===== src/rtl/mac_dot_sequencer_pkg.sv =====
// mac_dot_sequencer_pkg: shared state encoding, exception codes and number
// format field helpers for the MAF dot-product sequencer.
// Word layout: {exception, sign, exponent, mantissa without hidden 1}.
package mac_dot_sequencer_pkg;

  localparam int unsigned DEF_SIZE_MANTISSA        = 24;
  localparam int unsigned DEF_SIZE_EXPONENT        = 8;
  localparam int unsigned DEF_SIZE_EXCEPTION_FIELD = 2;
  localparam int unsigned DEF_SIZE_LEN             = 8;

  typedef enum logic [1:0] {
    STATE_IDLE      = 2'd0,
    STATE_WAIT_ELEM = 2'd1,
    STATE_ISSUE     = 2'd2,
    STATE_DONE      = 2'd3
  } state_e;

  localparam logic [1:0] EXC_ZERO     = 2'b00;
  localparam logic [1:0] EXC_NORMAL   = 2'b01;
  localparam logic [1:0] EXC_INFINITY = 2'b10;
  localparam logic [1:0] EXC_NAN      = 2'b11;

  // Lowest bit of the exception field within a word.
  function automatic int unsigned exc_lsb(input int unsigned size_mantissa,
                                          input int unsigned size_exponent);
    return size_mantissa + size_exponent;
  endfunction

  // Bit position of the sign within a word.
  function automatic int unsigned sign_pos(input int unsigned size_mantissa,
                                           input int unsigned size_exponent);
    return size_mantissa + size_exponent - 1;
  endfunction

  function automatic logic is_nan(input logic [1:0] exc);
    return exc == EXC_NAN;
  endfunction

endpackage


===== src/rtl/mac_dot_sequencer.sv =====
// mac_dot_sequencer: streams a/b operand pairs into an external fused
// multiply-accumulate unit, feeding each result back as the next C operand,
// so result = init +/- sum(a_i * b_i) over a programmable vector length.
//
// Ports:
//   clk, rst                 clock, asynchronous active-low reset
//   start_i/length_i/init_i/sub_i   vector command, sampled in IDLE
//   elem_valid_i/elem_ready_o/a_i/b_i  operand pair handshake
//   mac_a_o/mac_b_o/mac_c_o/mac_sub_o  registered MAF operands
//   mac_result_i             MAF result, sampled mac_latency cycles after issue
//   busy_o/done_o/result_o/count_o    status and completion
//
// Optional feature: define MAC_SEQ_NAN_EARLY_EXIT_EN to stop issuing to the
// MAF once a NaN result is captured; remaining elements are drained one per
// cycle and the NaN word is returned.
module mac_dot_sequencer
  import mac_dot_sequencer_pkg::*;
#(
  parameter int unsigned size_mantissa        = DEF_SIZE_MANTISSA,
  parameter int unsigned size_exponent        = DEF_SIZE_EXPONENT,
  parameter int unsigned size_exception_field = DEF_SIZE_EXCEPTION_FIELD,
  parameter int unsigned mac_latency          = 0,
  parameter int unsigned size_len             = DEF_SIZE_LEN,
  localparam int unsigned size = size_exponent + size_mantissa + size_exception_field
) (
  input  logic                clk,
  input  logic                rst,
  input  logic                start_i,
  input  logic [size_len-1:0] length_i,
  input  logic [size-1:0]     init_i,
  input  logic                sub_i,
  input  logic                elem_valid_i,
  output logic                elem_ready_o,
  input  logic [size-1:0]     a_i,
  input  logic [size-1:0]     b_i,
  output logic [size-1:0]     mac_a_o,
  output logic [size-1:0]     mac_b_o,
  output logic [size-1:0]     mac_c_o,
  output logic                mac_sub_o,
  input  logic [size-1:0]     mac_result_i,
  output logic                busy_o,
  output logic                done_o,
  output logic [size-1:0]     result_o,
  output logic [size_len-1:0] count_o
);

  localparam int unsigned wait_w = (mac_latency > 0) ? $clog2(mac_latency + 1) : 1;

  localparam logic [1:0] S_IDLE      = 2'(STATE_IDLE);
  localparam logic [1:0] S_WAIT_ELEM = 2'(STATE_WAIT_ELEM);
  localparam logic [1:0] S_ISSUE     = 2'(STATE_ISSUE);
  localparam logic [1:0] S_DONE      = 2'(STATE_DONE);

  logic [1:0]          state_q, state_d;
  logic [size-1:0]     acc_q, acc_d;
  logic [size_len-1:0] remaining_q, remaining_d;
  logic [wait_w-1:0]   wait_q, wait_d;
  logic [size-1:0]     mac_a_d, mac_b_d, mac_c_d, result_d;
  logic                mac_sub_d, busy_d, done_d, ready_d;
  logic [size_len-1:0] count_d;
  logic                nan_q, nan_d;
  logic                res_nan;

`ifdef MAC_SEQ_NAN_EARLY_EXIT_EN
  logic [size_exception_field-1:0] res_exc;
  assign res_exc = mac_result_i[exc_lsb(size_mantissa, size_exponent) +: size_exception_field];
  assign res_nan = is_nan(2'(res_exc));
`else
  assign res_nan = 1'b0;
`endif

  // State and datapath registers.
  always_ff @(posedge clk or negedge rst) begin
    if (!rst) begin
      state_q      <= S_IDLE;
      acc_q        <= '0;
      remaining_q  <= '0;
      wait_q       <= '0;
      nan_q        <= 1'b0;
      mac_a_o      <= '0;
      mac_b_o      <= '0;
      mac_c_o      <= '0;
      mac_sub_o    <= 1'b0;
      result_o     <= '0;
      count_o      <= '0;
      busy_o       <= 1'b0;
      done_o       <= 1'b0;
      elem_ready_o <= 1'b0;
    end else begin
      state_q      <= state_d;
      acc_q        <= acc_d;
      remaining_q  <= remaining_d;
      wait_q       <= wait_d;
      nan_q        <= nan_d;
      mac_a_o      <= mac_a_d;
      mac_b_o      <= mac_b_d;
      mac_c_o      <= mac_c_d;
      mac_sub_o    <= mac_sub_d;
      result_o     <= result_d;
      count_o      <= count_d;
      busy_o       <= busy_d;
      done_o       <= done_d;
      elem_ready_o <= ready_d;
    end
  end

  // Next-state and next-output logic.
  always_comb begin
    state_d     = state_q;
    acc_d       = acc_q;
    remaining_d = remaining_q;
    wait_d      = wait_q;
    nan_d       = nan_q;
    mac_a_d     = mac_a_o;
    mac_b_d     = mac_b_o;
    mac_c_d     = mac_c_o;
    mac_sub_d   = mac_sub_o;
    count_d     = count_o;
    result_d    = result_o;

    case (state_q)
      S_IDLE: begin
        if (start_i) begin
          acc_d       = init_i;
          remaining_d = length_i;
          mac_sub_d   = sub_i;
          count_d     = '0;
          nan_d       = 1'b0;
          state_d     = (length_i == '0) ? S_DONE : S_WAIT_ELEM;
        end
      end
      S_WAIT_ELEM: begin
        if (elem_valid_i) begin
          count_d = count_o + size_len'(1);
          if (nan_q) begin
            // Drain without touching the MAF: result is already NaN.
            remaining_d = remaining_q - size_len'(1);
            if (remaining_q == size_len'(1)) state_d = S_DONE;
          end else begin
            mac_a_d = a_i;
            mac_b_d = b_i;
            mac_c_d = acc_q;
            wait_d  = wait_w'(mac_latency);
            state_d = S_ISSUE;
          end
        end
      end
      S_ISSUE: begin
        if (wait_q != '0) begin
          wait_d = wait_q - wait_w'(1);
        end else begin
          acc_d       = mac_result_i;
          remaining_d = remaining_q - size_len'(1);
          nan_d       = res_nan;
          state_d     = (remaining_q == size_len'(1)) ? S_DONE : S_WAIT_ELEM;
        end
      end
      default: begin
        state_d = S_IDLE;
      end
    endcase

    // Result is loaded on entry to DONE so it is valid alongside done_o.
    if (state_d == S_DONE) result_d = acc_d;

    busy_d  = (state_d != S_IDLE);
    done_d  = (state_d == S_DONE);
    ready_d = (state_d == S_WAIT_ELEM);
  end

endmodule


===== config.mk =====
export PLATFORM = sky130hd
export DESIGN_NAME = mac_dot_sequencer
export DESIGN_NICKNAME = d
export VERILOG_FILES = /design/src/rtl/mac_dot_sequencer_pkg.sv /design/src/rtl/mac_dot_sequencer.sv
export SDC_FILE = /design/constraint.sdc
export NUM_CORES = 1
export LEC_CHECK = 0
export BUFFER_PORTS_ARGS = -buffer_cell sky130_fd_sc_hd__buf_2
export CORE_MARGIN = 3
export CORE_UTILIZATION = 35
export CTS_CLUSTER_SIZE = 14
export DETAILED_ROUTE_END_ITERATION = 8
export MAX_ROUTING_LAYER = met4
export PLACE_DENSITY_LB_ADDON = 0.15
export SLEW_MARGIN = 20
export SYNTH_ARGS = -nofsm -noshare
export SYNTH_HDL_FRONTEND = slang
export SYNTH_SLANG_ARGS = --single-unit

===== constraint.sdc =====
create_clock -name clk -period 2.3 [get_ports clk]
set_clock_uncertainty 0.05 [all_clocks]
set_input_delay 0.23 -clock clk [delete_from_list [all_inputs] [get_ports clk]]
set_output_delay 0.23 -clock clk [all_outputs]
set_load 0.02 [all_outputs]

==> out/metrics.yaml <==
status:
  status: "complete, no violations"
power:
  peakVddDrop_v: 0.0005992
  cellLeakagePower_uw: 0.005693
  powerDensity_mw_per_mm2: 1457
setup_path:
  critPathLaunch: "state_q[0]"
  reg2reg_from: "state_q[0]"
  cp_max_fo: 18
  crit_arrival_ns: 2.43
  endpoint_kind: "flop"
  worst_ep_required_time_ns: 2.55
  reg2regPathDepth: 7
  worstSetupPathType: "flop to flop"
  setup.worst_path.start_class: "flop"
cts:
  cts_made_buffers: 17
  hold_buffers: 74
  cts_buffer_depth: 2
  htreeDepth: 4
  insertion_delay_ns: 0.42
  cts_sinks: 192
  cts-root-buf: "clkbuf_16"
  cts_resized: 0
  clk_pin_slew_ns: 0.08
  post_cts_buffers: 0
  tritoncts: "yes"
timing:
  fin_ws_ns: 0.1239
  min_period_ns: 2.176
  finalCritPeriodShare_pct: 94.61
  worst_pin_slew_ns: 0.5840
  setup_viol: 0
  tns_ns: 0
  finalMaxSlewViolations: 0
  slew_headroom_pct: 61.07
  rsz0062_at_grt: "no"
  clock.fmax_mhz: 459.5
  hold_viol: 0
  hold_slack_ns: 0.02226
yosys:
  synth.yosys.warnings: 0
  synth_edf_count: 0
  ys_seq_area_share_pct: 57.67
  ys_types: 45
  async_flop_share_pct: 100.0
  syn-num-nets: 776
  ys_ff_latch: 192
  syn_inst: 620
  syn-cell-area_mm2: 0.008332
  dominantRegCellSynth: "dfrtp_1"
  synth_area_per_cell_um2: 13.44
route:
  route.detailed.drc: 0
  wl_per_cell_um: 17.18
  vias: 6218
  firstDrtPassIters: 4
  antenna_left: 0
  first_iter_violations: 321
  drt_wl_total_mm: 22.81
  routed_via_density: 4.682
final_layout:
  layout_common_cells: "295 x buf_2, 192 x dfrtp_1, 143 x mux2_2, 81 x nand2_1, 74 x dlygate4sd3_1"
  final_common_cell: "buf_2"
  finish.net_count: 1155
  drive_gt1_share_pct: 52.67
  finalNonFillerCells: 1328
  final_util_pct: 50.45
  syn2layout_area_growth_pct: 39.17
floorplan:
  die_h_um: 160.3
  core_region_area_mm2: 0.02298
  initial_core_util_pct: 36.25
  dieArea_mm2: 0.02569
  rows: 55
  num_io_pins: 297
  die_w_um: 160.3
hold_path:
  hold_depth: 3
  hold_path_startpoint: "mac_result_i[22]"
  holdCritPathClass: "primary input to flop"
global_routing:
  antenna_found_initial: 2
  met2_usage_pct: 28.42
  met1_usage_pct: 24.25
  grt_use_total_pct: 18.32
  overflow: 0
  grt_max_degree: 68
  first_global_vias: 6672
  grt_busiest_layer: "met2"
  grt_pass1_wl_mm: 36.63
  use_met3_pct: 5.752
placement:
  pre_cts_slack_ns: 0.1511
  io_buffers: 296
  gp_congestion: 0.8081
  dp_hpwl_mm: 15.65
  placedCellCount: 1219
run:
  maxCapViolations: 0
-- through the flow --
step | total power (uW) | instance area, um2
final | 16890 | 11590
after global routing | 18030 | 11590
after CTS | 17110 | 11590
after detailed placement | 14050 | 10280
after global placement | 13960 | 10280
after floorplan | 11310 | 8332
-- cell type report --
class                      instances  area, um2
fill                            2073      11390
sequential                       192       4805
multi-input combinational        382       3304
timing repair buffer             394       2474
clock buffer                      18      429.2
tap                              313      391.6
clock inverter                    14      138.9
inverter                          12      45.04
antenna                            3      7.507
-- logic make-up after synthesis --
kind of cell | Yosys count | share of synthesized area [%]
muxes | 176 | 25.03
DFF | 192 | 57.67
adders and majority gates | 7 | 1.051
and+or+nand+nor | 125 | 6.908
buffers and inverters | 46 | 2.913
AOI/OAI and AO/OA | 73 | 6.323
xor gates and xnor gates | 1 | 0.1051
-- metal layers --
metal,up-vias,wire length (um),part of all wire [%]
met2,214,10500,46
met5,-,0,0
met1,3038,10540,46
met3,10,1640,7.2
li1,2956,-,-
met4,0,136,0.60
-- power by group --
| part | internal, uW | leakage [uW] | total (uW) | switching (uW) |
|---|---|---|---|---|
| Combinational | 3520 | 0.00308 | 8000 | 4480 |
| Clock | 1460 | 0.000282 | 2900 | 1450 |
| Sequential | 5040 | 0.00233 | 5990 | 946 |
| Total | 10000 | 0.00569 | 16900 | 6880 |
-- synthesized netlist by cell type (2+ instances only) --
master | n | area share [%]
inv_1 | 12 | 0.54
buf_12 | 3 | 0.72
clkbuf_1 | 14 | 0.63
mux2_2 | 143 | 19
buf_1 | 2 | 0.090
and2_1 | 2 | 0.15
a21oi_1 | 11 | 0.66
buf_2 | 14 | 0.84
nor3_1 | 2 | 0.12
dfrtp_1 | 192 | 58
nand2_1 | 82 | 3.7
mux2_4 | 29 | 5.2
a22oi_1 | 34 | 3.1
nand4_1 | 5 | 0.38
nor4_1 | 3 | 0.23
nand3_1 | 3 | 0.18
ha_1 | 7 | 1.1
a221o_1 | 2 | 0.24
o21ai_0 | 14 | 0.84
nand2b_1 | 5 | 0.38
nor2_1 | 9 | 0.41
or3_1 | 6 | 0.45
mux2i_1 | 4 | 0.48
-- path summary, 6_finish.rpt --
check / slack [ns] / end
worst max-delay path: 0.12 / result_o[33]
worst min-delay path: 0.02 / acc_q[22]
worst max register to register: 0.12 / result_o[33]
worst min register to register: 0.45 / mac_b_o[2]
max in group asynchronous: 1.12 / result_o[3]
min in group asynchronous: 0.32 / mac_c_o[18]
-- sequential cells by signal, summed over array words and instances (netlist names) --
signal	cells
mac_b_o	34
mac_sub_o	1
mac_c_o	34
state_q	2
result_o	34
acc_q	34
count_o	8
elem_ready_o	1
busy_o	1
mac_a_o	34
done_o	1
remaining_q	8
-- worst max-delay path, cell delays in order (launching register included) --
cell and delay [ns]:
dfrtp_1 0.43, inv_1 0.11, ha_2 0.31, and2b_1 0.24
o21ai_2 0.09, a31oi_4 0.26, buf_12 0.22, mux2_2 0.35
No activity file was read; power rests on OpenSTA's default activity.
